**src/rtl/mips_pkg.sv**
```systemverilog
// rtl/mips_pkg.sv - shared encodings and MEM/WB bundle type for the MIPS pipeline
// Purpose: writeback-source and load-size encodings plus the MEM/WB control bundle.
// Ports: none (package).
package mips_pkg;

  // Writeback source select; 2'b11 is decoded as ALU by consumers.
  localparam logic [1:0] WB_SEL_ALU  = 2'b00;
  localparam logic [1:0] WB_SEL_MEM  = 2'b01;
  localparam logic [1:0] WB_SEL_LINK = 2'b10;

  // Load size; 2'b11 is decoded as a full word by consumers.
  localparam logic [1:0] LOAD_BYTE = 2'b00;
  localparam logic [1:0] LOAD_HALF = 2'b01;
  localparam logic [1:0] LOAD_WORD = 2'b10;

  // Width-independent control part of the MEM/WB register. The data fields
  // depend on DATA_W and live beside it in the stage itself.
  typedef struct packed {
    logic       valid;
    logic       reg_write;
    logic [1:0] wb_sel;
    logic [1:0] load_size;
    logic       load_unsigned;
  } mem_wb_ctrl_t;

endpackage

```
**src/rtl/load_align.sv**
```systemverilog
// rtl/load_align.sv - combinational sub-word load alignment and extension
// Purpose: pick the byte/half lane of a raw memory word and sign/zero extend it.
// Ports:
//   i_data     raw word read from data memory
//   i_size     load size (LOAD_BYTE / LOAD_HALF / word)
//   i_unsigned 1 = zero-extend, 0 = sign-extend
//   i_offset   address low bits selecting the lane
//   o_data     aligned, extended value
module load_align
  import mips_pkg::*;
#(
  parameter int DATA_W = 32,
  parameter int OFF_W  = $clog2(DATA_W / 8)
) (
  input  logic [DATA_W-1:0] i_data,
  input  logic [1:0]        i_size,
  input  logic              i_unsigned,
  input  logic [OFF_W-1:0]  i_offset,
  output logic [DATA_W-1:0] o_data
);

  logic [OFF_W-1:0]  half_off;
  logic [DATA_W-1:0] byte_shift;
  logic [DATA_W-1:0] half_shift;
  logic [7:0]        byte_v;
  logic [15:0]       half_v;
  logic              byte_sign;
  logic              half_sign;

  always_comb begin
    // Misaligned halves are silently aligned down by dropping offset bit 0.
    half_off   = {i_offset[OFF_W-1:1], 1'b0};
    byte_shift = i_data >> {i_offset, 3'b000};
    half_shift = i_data >> {half_off, 3'b000};
    byte_v     = byte_shift[7:0];
    half_v     = half_shift[15:0];
    byte_sign  = ~i_unsigned & byte_v[7];
    half_sign  = ~i_unsigned & half_v[15];
    case (i_size)
      LOAD_BYTE: o_data = {{(DATA_W-8){byte_sign}}, byte_v};
      LOAD_HALF: o_data = {{(DATA_W-16){half_sign}}, half_v};
      default:   o_data = i_data;
    endcase
  end

endmodule

```
**src/rtl/mem_wb_writeback.sv**
```systemverilog
// rtl/mem_wb_writeback.sv - MEM/WB pipeline register and writeback stage
// Purpose: latch MEM-stage results (with stall/flush), select the writeback
// source and align sub-word loads after the register.
// Optional feature: define MEM_WB_RETIRE_CNT_EN for the retired-instruction counter.
// Ports:
//   clk, reset                    clock, synchronous active-high reset
//   i_valid/i_stall/i_flush       pipeline control (flush beats stall)
//   i_alu_result/i_read_data/i_pc_plus_4  candidate writeback values
//   i_write_register/i_reg_write  destination and its write enable
//   i_wb_sel/i_load_size/i_load_unsigned/i_byte_offset  writeback/load control
//   o_write_data/o_write_register/o_reg_write/o_valid   register-file port
//   o_retired_count/i_count_clear retire counter (tied off without the macro)
module mem_wb_writeback
  import mips_pkg::*;
#(
  parameter int DATA_W     = 32,
  parameter int REG_ADDR_W = 5,
  parameter int CNT_W      = 32,
  parameter int OFF_W      = $clog2(DATA_W / 8)
) (
  input  logic                  clk,
  input  logic                  reset,
  input  logic                  i_valid,
  input  logic                  i_stall,
  input  logic                  i_flush,
  input  logic [DATA_W-1:0]     i_alu_result,
  input  logic [DATA_W-1:0]     i_read_data,
  input  logic [DATA_W-1:0]     i_pc_plus_4,
  input  logic [REG_ADDR_W-1:0] i_write_register,
  input  logic                  i_reg_write,
  input  logic [1:0]            i_wb_sel,
  input  logic [1:0]            i_load_size,
  input  logic                  i_load_unsigned,
  input  logic [OFF_W-1:0]      i_byte_offset,
  output logic [DATA_W-1:0]     o_write_data,
  output logic [REG_ADDR_W-1:0] o_write_register,
  output logic                  o_reg_write,
  output logic                  o_valid,
  output logic [CNT_W-1:0]      o_retired_count,
  input  logic                  i_count_clear
);

  mem_wb_ctrl_t          ctrl_q, ctrl_d;
  logic [DATA_W-1:0]     alu_q, alu_d;
  logic [DATA_W-1:0]     rdata_q, rdata_d;
  logic [DATA_W-1:0]     pc4_q, pc4_d;
  logic [REG_ADDR_W-1:0] rd_q, rd_d;
  logic [OFF_W-1:0]      off_q, off_d;
  logic [DATA_W-1:0]     load_data;

  always_comb begin
    ctrl_d  = ctrl_q;
    alu_d   = alu_q;
    rdata_d = rdata_q;
    pc4_d   = pc4_q;
    rd_d    = rd_q;
    off_d   = off_q;
    if (i_flush) begin
      // Only valid/reg_write matter for a bubble; the rest is cleared for tidiness.
      ctrl_d  = '0;
      alu_d   = '0;
      rdata_d = '0;
      pc4_d   = '0;
      rd_d    = '0;
      off_d   = '0;
    end else if (!i_stall) begin
      ctrl_d.valid         = i_valid;
      ctrl_d.reg_write     = i_reg_write;
      ctrl_d.wb_sel        = i_wb_sel;
      ctrl_d.load_size     = i_load_size;
      ctrl_d.load_unsigned = i_load_unsigned;
      alu_d                = i_alu_result;
      rdata_d              = i_read_data;
      pc4_d                = i_pc_plus_4;
      rd_d                 = i_write_register;
      off_d                = i_byte_offset;
    end
  end

  always_ff @(posedge clk) begin
    if (reset) begin
      ctrl_q  <= '0;
      alu_q   <= '0;
      rdata_q <= '0;
      pc4_q   <= '0;
      rd_q    <= '0;
      off_q   <= '0;
    end else begin
      ctrl_q  <= ctrl_d;
      alu_q   <= alu_d;
      rdata_q <= rdata_d;
      pc4_q   <= pc4_d;
      rd_q    <= rd_d;
      off_q   <= off_d;
    end
  end

  // Raw read data is stored; alignment happens on the registered copy.
  load_align #(
    .DATA_W (DATA_W),
    .OFF_W  (OFF_W)
  ) u_load_align (
    .i_data     (rdata_q),
    .i_size     (ctrl_q.load_size),
    .i_unsigned (ctrl_q.load_unsigned),
    .i_offset   (off_q),
    .o_data     (load_data)
  );

  always_comb begin
    case (ctrl_q.wb_sel)
      WB_SEL_MEM:  o_write_data = load_data;
      WB_SEL_LINK: o_write_data = pc4_q;
      default:     o_write_data = alu_q;
    endcase
  end

  assign o_write_register = rd_q;
  assign o_valid          = ctrl_q.valid;
  // $0 is hard-wired zero, so writes to it are always dropped.
  assign o_reg_write      = ctrl_q.reg_write & ctrl_q.valid & (|rd_q);

`ifdef MEM_WB_RETIRE_CNT_EN
  logic [CNT_W-1:0] cnt_q, cnt_d;

  always_comb begin
    cnt_d = cnt_q;
    if (i_count_clear) begin
      cnt_d = '0;
    end else if (i_valid && !i_stall && !i_flush) begin
      cnt_d = cnt_q + 1'b1;  // wraps naturally at 2^CNT_W
    end
  end

  always_ff @(posedge clk) begin
    if (reset) begin
      cnt_q <= '0;
    end else begin
      cnt_q <= cnt_d;
    end
  end

  assign o_retired_count = cnt_q;
`else
  logic unused_count_clear;
  assign unused_count_clear = i_count_clear;
  assign o_retired_count    = '0;
`endif

endmodule

```
**config.mk**
```make
export PLATFORM = sky130hd
export DESIGN_NAME = mem_wb_writeback
export DESIGN_NICKNAME = d
export VERILOG_FILES = /design/src/rtl/mips_pkg.sv /design/src/rtl/load_align.sv /design/src/rtl/mem_wb_writeback.sv
export SDC_FILE = /design/constraint.sdc
export NUM_CORES = 1
export LEC_CHECK = 0
export ABC_AREA = 1
export CAP_MARGIN = 40
export CORE_AREA = 4 4 120 122
export CTS_CLUSTER_DIAMETER = 150
export DETAILED_ROUTE_END_ITERATION = 10
export DIE_AREA = 0 0 124 126
export MAX_ROUTING_LAYER = met4
export PLACE_DENSITY = 0.79
export REMOVE_ABC_BUFFERS = 1
export SLEW_MARGIN = 20
export SYNTH_ARGS = -nofsm -noshare
export SYNTH_HDL_FRONTEND = slang
export SYNTH_SLANG_ARGS = --single-unit
```
**constraint.sdc**
```tcl
create_clock -name clk -period 1.65 [get_ports clk]
set_input_delay 0.4125 -clock clk [delete_from_list [all_inputs] [get_ports clk]]
set_output_delay 0.4125 -clock clk [all_outputs]
set_load 0.005 [all_outputs]
```
==> summary.txt, run 1 <==
Placement
  • DPL Wire Length: 11700 um
  • PortBufs: 152
  • RePlAce Congestion: 0.920

Floorplanning
  • Core area: 0.0132 mm2
  • # IOs: 186
  • Die W: 124 um
  • Die footprint: 0.0156 mm2
  • Std cell rows: 42
  • DIE HEIGHT: 126 um
  • Starting Density: 41.0%

Detailed routing
  • Antenna-violating nets left: 0
  • Routed WL per cell: 16.0 um
  • Routed WL: 19000 um
  • Pre-antenna DRT Iters: 5
  • DR vias: 5903
  • DR DRC count: 0
  • Vias per std cell: 4.98
  • Starting DRC count in detailed routing: 405

Timing
  • Fin Clk Skew: 0 ns
  • Fin worst setup slack: -0.606 ns
  • Fin. Hold Viols: 0
  • F_max: 0.443 GHz
  • Final min period: 2.26 ns
  • Setup TNS: -16.25 ns
  • Fin crit share: 137%
  • Slew Limit Fails: 0
  • # setup viols final: 32
  • RSZ-0062 raised after global routing: yes

Clock tree
  • CTS clock-pin slew for the worst setup and hold paths: 0.07 ns
  • Clk sink count: 110
  • CTS Hold Buffers Added: 0
  • TritonCTS Buffers: 9
  • Root Buffer: clkbuf_16
  • CTS H-tree depth: 3
  • Worst skew pair latency: 0.34 ns
  • CTS tree: yes
  • Clock Path Buffers: 2

Yosys
  • Synth Area in Simple Gates: 27.0%
  • XOR/XNOR Fraction of Synth Area: 0%
  • Area contributors post-synth: dfxtp_1 41%, nand2_1 19%, a21oi_1 15%
  • Area share of the largest cell type after synthesis: 40.8%
  • Synthesis Warnings: 0
  • Compound-Gate Fraction of Synth Area: 20.3%
  • Most used DFF post-synth: dfxtp_1
  • Yosys top cell by area: dfxtp_1
  • Synth Area in Adders: 0.463%
  • Largest family of logic cells by synthesized area: simple AND/OR/NAND/NOR gates
  • Top cells by instance count after synthesis: 267 x nand2_1, 158 x a21oi_1, 110 x dfxtp_1
  • Syn Inst Count: 794
  • Most frequent cell after synthesis: nand2_1
  • Mean Syn Cell Area: 6.80 um2
  • Synth Register Bits: 110
  • Post-synthesis mux area share: 0%
  • EDFF count, synth: 0
  • Seq/Total Area, Yosys: 40.8%
  • Ys async rst share: 0%
  • Post-Syn Area: 0.00540 mm2
  • Post-synthesis cell type count: 30

Setup path
  • Crit path cell chain: buf_6 -> nor2_8 -> nand2_2 -> nand2_4 -> nand2_8 -> nand3_4 -> buf_4 -> buf_6 -> nand2_2 -> a21oi_2 -> buf_2
  • Crit. End Element: primary output
  • Worst EP arrival: 1.84 ns
  • Worst Path Max Fanout: 6
  • Critical Path Start Type: flip-flop
  • Req. time, crit path: 1.24 ns
  • Reg-to-reg slack, setup: 0.62 ns
  • CP max stage cell: dfxtp_2
  • Worst path max stage delay: 0.34 ns
  • Critical path class: flip-flop to primary output

Pwr
  • Overall power: 6.56 mW
  • Peak supply drop: 588 uV
  • Power per cell area: 769 mW/mm2
  • Static leakage: 3.66 nW

Global route
  • First-pass GRT wire length: 29000 um
  • Number of global-route vias before repair: 5718
  • Largest net degree at the start of global routing: 66
  • Total grt overflow: 0
  • Total Routing Usage GR: 24.2%
  • Initial antenna violation count: 0

Cells and area
  • Fillers: 1142
  • Antenna diode count: 0
  • Synthesis-to-layout area growth: 57.9%
  • Share of cells above drive strength 1: 28.6%
  • Nets: 1123

Outcome
  • Status: finished, violations left
  • Failing checks: setup timing

Run
  • Number of max-cap violations: 0

Hold path
  • Hold/Removal Path Class: input port to flip-flop
## metal layers
| metal | track usage, % | vias up | wire length (um) | share of wire [%] |
|---|---|---|---|---|
| met4 | 5.67 | 0 | 289 | 1.5 |
| met1 | 30.6 | 2742 | 8180 | 43 |
| met3 | 5.96 | 23 | 1320 | 6.9 |
| met5 | - | - | 0 | 0 |
| met2 | 39.1 | 197 | 9220 | 48 |
| li1 | - | 2941 | - | - |
## timing repair
action,CTS,global route
resized for setup,244,71
setup buffers,34,6
pin swaps,26,33
setup endpoints to repair,35,39
gates cloned,6,0
## worst max-delay path: cells and delay by family, from the launching register on
| family | cells | cell delay [ns] |
|---|---|---|
| and+or+nand+nor | 6 | 0.55 |
| buffers and inverters | 4 | 0.48 |
| AOI/OAI and AO/OA | 1 | 0.11 |
| DFF | 1 | 0.34 |
## cell type report
cell class	instances	area [um2]	area share, %
clock buffers	10	229	2.68
inverters	23	100	1.17
well taps	176	220	2.58
repair buffers	258	2540	29.7
flip-flops and latches	110	2220	26.0
multi-input cells	604	3150	36.9
clock inverters	5	75.1	0.880
## worst paths after layout
path                       to      start  cells past startpoint
max          o_write_data[29]  ctrl_q[2]                     11
min reg2reg         alu_q[18]  alu_q[18]                      2
max reg2reg         ctrl_q[1]  ctrl_q[1]                      4
min                  off_q[0]    i_stall                      3
## state kept, by name, indices dropped and copies added, names as in the netlist
name / cells
o_write_register: 5
o_valid: 1
alu_q: 32
off_q: 2
pc4_q: 32
rdata_q: 32
ctrl_q: 6
## power by group
group          internal (mW)  leakage, nW  switching, mW
Clock                   1.32        0.152          0.972
Combinational          0.779         2.61          0.696
Sequential              2.74        0.902         0.0538
## cells by family after synthesis
group	Yosys count
DFF	110
and+or+nand+nor	367
other	1
AOI/OAI and AO/OA	202
buffers and inverters	112
adders and majority gates	2
## cell usage in the layout (no fill, tap or decap), types with 6 or more instances in the layout
master	n
a211oi_1	19
a21oi_1	134
a21oi_2	34
buf_12	14
buf_2	32
buf_4	66
buf_6	22
clkbuf_16	9
clkdlybuf4s50_1	114
conb_1	32
dfxtp_1	100
dfxtp_2	8
inv_1	17
nand2_1	229
nand2_2	38
nand3_2	12
nor2_1	59
nor2_2	11
o21ai_4	6
## metrics by stage
step | area [um2] | worst slack [ns] | util [%] | std cells | hold WS, ns
2_1_floorplan | 4990 | -0.635 | - | 736 | 0.437
5_1_grt | 8530 | -0.706 | 64.7 | 1186 | 0.417
3_3_place_gp | 7310 | -0.596 | 55.5 | 1126 | 0.444
6_report | 8530 | -0.606 | 64.7 | 1186 | 0.413
3_5_place_dp | 7310 | -0.647 | 55.5 | 1126 | 0.454
4_1_cts | 8300 | -0.594 | 63.0 | 1180 | 0.402
Note: power is estimated with default switching activity, not from simulation.
==> run 2, diff against run 1 <==
--- a/config.mk
+++ b/config.mk
@@ -6,12 +6,11 @@
 export NUM_CORES = 1
 export LEC_CHECK = 0
 export ABC_AREA = 1
-export CAP_MARGIN = 40
+export CAP_MARGIN = 20
 export CORE_AREA = 4 4 120 122
 export CTS_CLUSTER_DIAMETER = 150
 export DETAILED_ROUTE_END_ITERATION = 10
 export DIE_AREA = 0 0 124 126
-export MAX_ROUTING_LAYER = met4
 export PLACE_DENSITY = 0.79
 export REMOVE_ABC_BUFFERS = 1
 export SLEW_MARGIN = 20
==> summary.txt, run 2 (synthesis results as in run 1) <==
Detailed routing
  • DR vias: 5958 (+0.93%)
  • Vias per std cell: 5.02 (+0.93%)
  • Antenna-violating nets left: 0 (unchanged)
  • Routed WL: 19100 um (+0.63%)
  • Starting DRC count in detailed routing: 387 (-4.4%)
  • Routed WL per cell: 16.1 um (+0.63%)
  • DR DRC count: 0 (unchanged)
  • Pre-antenna DRT Iters: 5 (unchanged)

Cells and area
  • Final Util: 64.8% (+0.11 points)
  • Fillers: 1134 (-0.70%)
  • Post-Layout Cell Count: 1186 (unchanged)
  • Synthesis-to-layout area growth: 58.2%
  • Antenna diode count: 0 (unchanged)
  • Commonest non-fill, non-tap cell in the layout: nand2_1
  • Nets: 1123 (unchanged)
  • Share of cells above drive strength 1: 28.1% (-0.50 points)
  • Commonest non-fill, non-tap cells in the layout: 232 x nand2_1, 135 x a21oi_1, 114 x clkdlybuf4s50_1, 100 x dfxtp_1, 65 x buf_4
  • Cell area after layout: 0.00855 mm2 (+0.18%)
  • Top Registers: alu_q (32), pc4_q (32), rdata_q (32)

Timing
  • Final min period: 2.27 ns (+0.0133 ns)
  • RSZ-0062 raised after global routing: yes
  • Fin. Hold Viols: 0 (unchanged)
  • Slew Limit Fails: 0 (unchanged)
  • Fin worst setup slack: -0.619 ns (-0.0133 ns)
  • Fin crit share: 138% (+0.81 points)
  • Fin Clk Skew: 0 ns (unchanged)
  • F_max: 0.441 GHz (-0.59%)
  • Setup TNS: -16.43 ns (-0.178 ns)
  • # setup viols final: 32 (unchanged)

Pwr
  • Power per cell area: 768 mW/mm2 (-0.11%)
  • Peak supply drop: 586 uV (-0.37%)
  • Static leakage: 3.67 nW (+0.19%)

Clock tree
  • Clock Path Buffers: 2 (unchanged)
  • Root Buffer: clkbuf_16
  • Worst skew pair latency: 0.35 ns (about the same)
  • CTS H-tree depth: 3 (unchanged)
  • CTS tree: yes
  • Clk sink count: 110 (unchanged)
  • CTS clock-pin slew for the worst setup and hold paths: 0.07 ns (about the same)
  • TritonCTS Buffers: 9 (unchanged)

Floorplanning
  • Starting Density: 41.0% (unchanged)
  • DIE HEIGHT: 126 um (unchanged)
  • # IOs: 186 (unchanged)
  • Die W: 124 um (unchanged)
  • Std cell rows: 42 (unchanged)
  • Core area: 0.0132 mm2 (unchanged)
  • Die footprint: 0.0156 mm2 (unchanged)

Setup path
  • RR Endpoint: ctrl_q[1]
  • Critical path class: flip-flop to primary output
  • Critical Path Start Type: flip-flop
  • Req. time, crit path: 1.24 ns (about the same)
  • Worst Path Max Fanout: 6 (unchanged)
  • Worst path max stage delay: 0.37 ns (+0.03 ns)
  • Reg-to-reg startpoint: ctrl_q[1]
  • Reg2reg path depth: 4 (unchanged)
  • Worst EP arrival: 1.86 ns (+0.02 ns)
  • Crit path cell chain: inv_6 -> buf_4 -> nor2_4 -> nand3_4 -> nand3_4 -> buf_6 -> buf_6 -> nand2_4 -> a21oi_2 -> buf_2
  • Reg-to-reg slack, setup: 0.61 ns (about the same)
  • Crit. End Element: primary output
  • CP max stage cell: dfxtp_4

Global route
  • Initial antenna violation count: 0 (unchanged)
  • Number of global-route vias before repair: 5701 (-0.30%)
  • Total grt overflow: 0 (unchanged)
  • Largest net degree at the start of global routing: 66 (unchanged)
  • Total Routing Usage GR: 23.5% (-0.71 points)
  • First-pass GRT wire length: 29000 um (about the same)

Placement
  • RePlAce Congestion: 0.904 (-1.7%)
  • Placed insts: 1126 (unchanged)
  • DP Worst Slack: -0.647 ns (unchanged)
  • Post-DP Area: 0.00731 mm2 (unchanged)
  • DPL Wire Length: 11700 um (unchanged)
  • PortBufs: 152 (unchanged)

Outcome
  • Status: finished, violations left
  • Failing checks: setup timing

Run
  • Number of max-cap violations: 0 (unchanged)

Hold path
  • Worst hold start: i_stall
  • Hold/Removal Path Class: input port to flip-flop
  • Worst Hold Endpoint: off_q[0]
  • Hold path depth: 3 (unchanged)
## run 2: final cells by class
cell class                      count  area [um2]  share of cell area (%)
Multi-Input combinational cell    604        3160                    36.9
Timing Repair Buffer              258        2550                    29.8
Sequential cell                   110        2220                    26.0
Clock buffer                       10         229                    2.68
Tap cell                          176         220                    2.58
Inverter                           23         100                    1.17
Clock inverter                      5        75.1                   0.878
## run 2: how the worst max path moves through the flow
stage | from | endpoint | slack, ns | cells after the start
5_1_grt | ctrl_q[2] | o_write_data[18] | -0.72 | 11
6_report | ctrl_q[1] | o_write_data[18] | -0.62 | 10
2_1_floorplan | ctrl_q[3] | o_write_data[18] | -0.64 | 5
3_3_place_gp | off_q[1] | o_write_data[24] | -0.60 | 9
3_5_place_dp | off_q[1] | o_write_data[26] | -0.65 | 9
4_1_cts | ctrl_q[1] | o_write_data[21] | -0.59 | 11
## run 2: where the power goes
group / switching, mW / total [mW] / internal (mW)
registers: 0.0540 / 2.80 / 2.74
clock network: 0.971 / 2.29 / 1.32
logic: 0.698 / 1.48 / 0.783
total: 1.72 / 6.57 / 4.84
## run 2: through the flow
stage / total power [mW] / hold slack [ns]
3_3_place_gp: 4.04 / 0.444
2_1_floorplan: 3.29 / 0.437
3_5_place_dp: 4.05 / 0.454
6_report: 6.57 / 0.409
5_1_grt: 6.84 / 0.417
4_1_cts: 6.53 / 0.402
## run 2: timing repair
| action | CTS | global route |
|---|---|---|
| pin swaps | 26 | 37 |
| setup buffers | 34 | 7 |
| gates resized for setup | 244 | 71 |
| hold buffers | 0 | 0 |
| cloned | 6 | 0 |
| setup endpoints to repair | 35 | 39 |
## run 2: layer usage
layer / wire length (um) / vias up / global-route usage [%]
met5: 0 / - / 0
met4: 330 / 0 / 5.67
met3: 1540 / 23 / 6.59
met2: 9300 / 229 / 39.1
met1: 7970 / 2761 / 30.1
li1: - / 2945 / -
## run 2: critical path, delay by kind of cell (launching register included)
| family | cells | cell delay, ns |
|---|---|---|
| and+or+nand+nor | 4 | 0.49 |
| buffers and inverters | 5 | 0.53 |
| AOI/OAI and AO/OA | 1 | 0.13 |
| DFF | 1 | 0.37 |
==> run 3, diff against run 2 <==
--- a/config.mk
+++ b/config.mk
@@ -7,10 +7,11 @@
 export LEC_CHECK = 0
 export ABC_AREA = 1
 export CAP_MARGIN = 20
-export CORE_AREA = 4 4 120 122
+export CORE_AREA = 2 2 118 120
 export CTS_CLUSTER_DIAMETER = 150
 export DETAILED_ROUTE_END_ITERATION = 10
-export DIE_AREA = 0 0 124 126
+export DIE_AREA = 0 0 120 122
+export GPL_ROUTABILITY_DRIVEN = 0
 export PLACE_DENSITY = 0.79
 export REMOVE_ABC_BUFFERS = 1
 export SLEW_MARGIN = 20
==> summary.txt, run 3 (synthesis results as in run 1) <==
Timing
  • RSZ-0062 raised after global routing: yes
  • Hold Slack: 0.458 ns (+0.0485 ns)
  • F_max: 0.435 GHz (-1.4%)
  • Fin Clk Skew: 0 ns (unchanged)
  • Fin crit share: 139% (+2.0 points)
  • Fin worst setup slack: -0.651 ns (-0.0323 ns)
  • Slew Limit Fails: 0 (unchanged)
  • Final min period: 2.30 ns (+0.0323 ns)
  • # setup viols final: 32 (unchanged)
  • Fin. Hold Viols: 0 (unchanged)

Clock tree
  • Worst skew pair latency: 0.35 ns (about the same)
  • TritonCTS Buffers: 9 (unchanged)
  • CTS tree: yes
  • Clock Path Buffers: 2 (unchanged)
  • Root Buffer: clkbuf_16
  • Clk sink count: 110 (unchanged)
  • CTS clock-pin slew for the worst setup and hold paths: 0.07 ns (about the same)
  • CTS H-tree depth: 3 (unchanged)

Global route
  • Number of global-route vias before repair: 5415 (-5.0%)
  • First-pass GRT wire length: 26900 um (-7.5%)
  • Initial antenna violation count: 0 (unchanged)
  • Largest net degree at the start of global routing: 82 (+24%)
  • Total Routing Usage GR: 23.1% (-0.39 points)
  • Total grt overflow: 0 (unchanged)

Pwr
  • Static leakage: 3.52 nW (-3.9%)
  • Overall power: 6.73 mW (+2.5%)
  • Sw power: 1.72 mW (-0.24%)
  • Peak supply drop: 588 uV (+0.35%)
  • Internal: 5.01 mW (+3.5%)
  • Seq pwr share: 41.5% (-1.1 points)
  • Sw Share: 25.5% (-0.71 points)
  • Combinational power share: 20.3% (-2.3 points)
  • Clock network fraction of total power: 38.2% (+3.4 points)
  • Power per cell area: 803 mW/mm2 (+4.6%)

Cells and area
  • Fillers: 1182 (+4.2%)
  • Commonest non-fill, non-tap cells in the layout: 228 x nand2_1, 127 x a21oi_1, 115 x clkdlybuf4s50_1, 100 x dfxtp_1, 65 x nor2_1
  • Antenna diode count: 0 (unchanged)
  • Synthesis-to-layout area growth: 55.2%
  • Nets: 1106 (-1.5%)
  • Top Registers: alu_q (32), pc4_q (32), rdata_q (32)
  • Commonest non-fill, non-tap cell in the layout: nand2_1
  • Share of cells above drive strength 1: 27.9% (-0.25 points)
  • Final Util: 62.1% (-2.7 points)

Placement
  • DP Worst Slack: -0.593 ns (+0.0540 ns)
  • DPL Wire Length: 10900 um (-7.0%)
  • PortBufs: 152 (unchanged)

Hold path
  • Hold/Removal Path Class: flip-flop to flip-flop

Setup path
  • Worst Path Max Fanout: 5 (-1)
  • Req. time, crit path: 1.24 ns (about the same)
  • Worst EP arrival: 1.89 ns (+0.03 ns)
  • Critical path class: flip-flop to primary output
  • Crit. End Element: primary output
  • Critical Path Start Type: flip-flop

Detailed routing
  • DR vias: 5865 (-1.6%)
  • DR DRC count: 0 (unchanged)
  • Routed WL: 17800 um (-7.0%)
  • Antenna-violating nets left: 0 (unchanged)
  • Routed WL per cell: 15.2 um (-6.0%)
  • Starting DRC count in detailed routing: 478 (+24%)
  • Pre-antenna DRT Iters: 5 (unchanged)
  • Vias per std cell: 5.00 (-0.55%)

Outcome
  • Status: finished, violations left
  • Failing checks: setup timing

Floorplanning
  • Die footprint: 0.0146 mm2 (-6.3%)
  • # IOs: 186 (unchanged)
  • Std cell rows: 43 (+2.4%)
  • DIE HEIGHT: 122 um (-3.2%)
  • Starting Density: 40.0% (-0.95 points)
  • Die W: 120 um (-3.2%)
  • Core area: 0.0135 mm2 (+2.4%)

Run
  • Number of max-cap violations: 0 (unchanged)
-- run 3: cell types whose count changed in the layout (fill, tap and decap cells not counted), sizes merged, moves of 4 or more --
cell and delta:
bufbuf -4, clkbuf +6, buf -15, clkinv -4
-- run 3: power groups by stage --
stage                     Sequential [mW]  Clock [mW]  Combinational, mW
final                                2.80        2.57               1.37
after global routing                 2.80        2.72               1.49
after CTS                            2.79        2.62               1.28
after detailed placement             2.85           0               1.18
after global placement               2.85           0               1.18
after floorplan                      2.85           0              0.436
-- run 3: layout make-up --
cell class | count | area [um2] | share of cell area [%]
Inverter | 23 | 98.8 | 1.18
Clock inverter | 3 | 90.1 | 1.07
Sequential cell | 110 | 2220 | 26.5
Timing Repair Buffer | 241 | 2300 | 27.5
Tap cell | 180 | 225 | 2.69
Multi-Input combinational cell | 604 | 3180 | 38.0
Clock buffer | 13 | 260 | 3.10
-- run 3: path summary, 6_finish.rpt --
| check | startpoint | to | slack [ns] | cells past startpoint |
|---|---|---|---|---|
| max reg2reg | ctrl_q[1] | ctrl_q[1] | 0.57 | 5 |
| max | off_q[1] | o_write_data[20] | -0.65 | 12 |
| min reg2reg | alu_q[18] | alu_q[18] | 0.46 | 2 |
| min | alu_q[18] | alu_q[18] | 0.46 | 2 |
-- run 3: critical path, stage by stage, from the launching register on --
cell and delay, ns:
dfxtp_4 0.40, inv_4 0.05, nand2_2 0.09, nand2_4 0.07, nand2_2 0.08, nand2_2 0.08
nand2_4 0.13, nand3_4 0.13, buf_4 0.17, buf_6 0.11, nand2_2 0.05, a21oi_2 0.04
buf_2 0.12
-- run 3: timing repair --
| action | in CTS | in global routing |
|---|---|---|
| pin swaps | 27 | 31 |
| setup buffers | 22 | 5 |
| endpoints found under the setup margin | 35 | 36 |
| gates resized for setup | 249 | 66 |
| hold buffers | 0 | 0 |
| cloned | 1 | 2 |
-- run 3: stage by stage --
| stage | instances | instance area (um2) | setup TNS, ns |
|---|---|---|---|
| CTS | 1169 | 8140 | -15.74 |
| floorplan | 736 | 4990 | -21.34 |
| finish | 1174 | 8380 | -17.18 |
| global route | 1174 | 8380 | -19.37 |
| global placement | 1130 | 7320 | -17.02 |
| detailed placement | 1130 | 7320 | -17.84 |
-- run 3: per-layer routing --
| metal | track usage (%) | vias up | wire length [um] |
|---|---|---|---|
| li1 | - | 2898 | - |
| met1 | 29.5 | 2729 | 7630 |
| met2 | 38.5 | 210 | 8660 |
| met3 | 7.02 | 28 | 1220 |
| met4 | 5.37 | 0 | 302 |
| met5 | 0 | - | 0 |
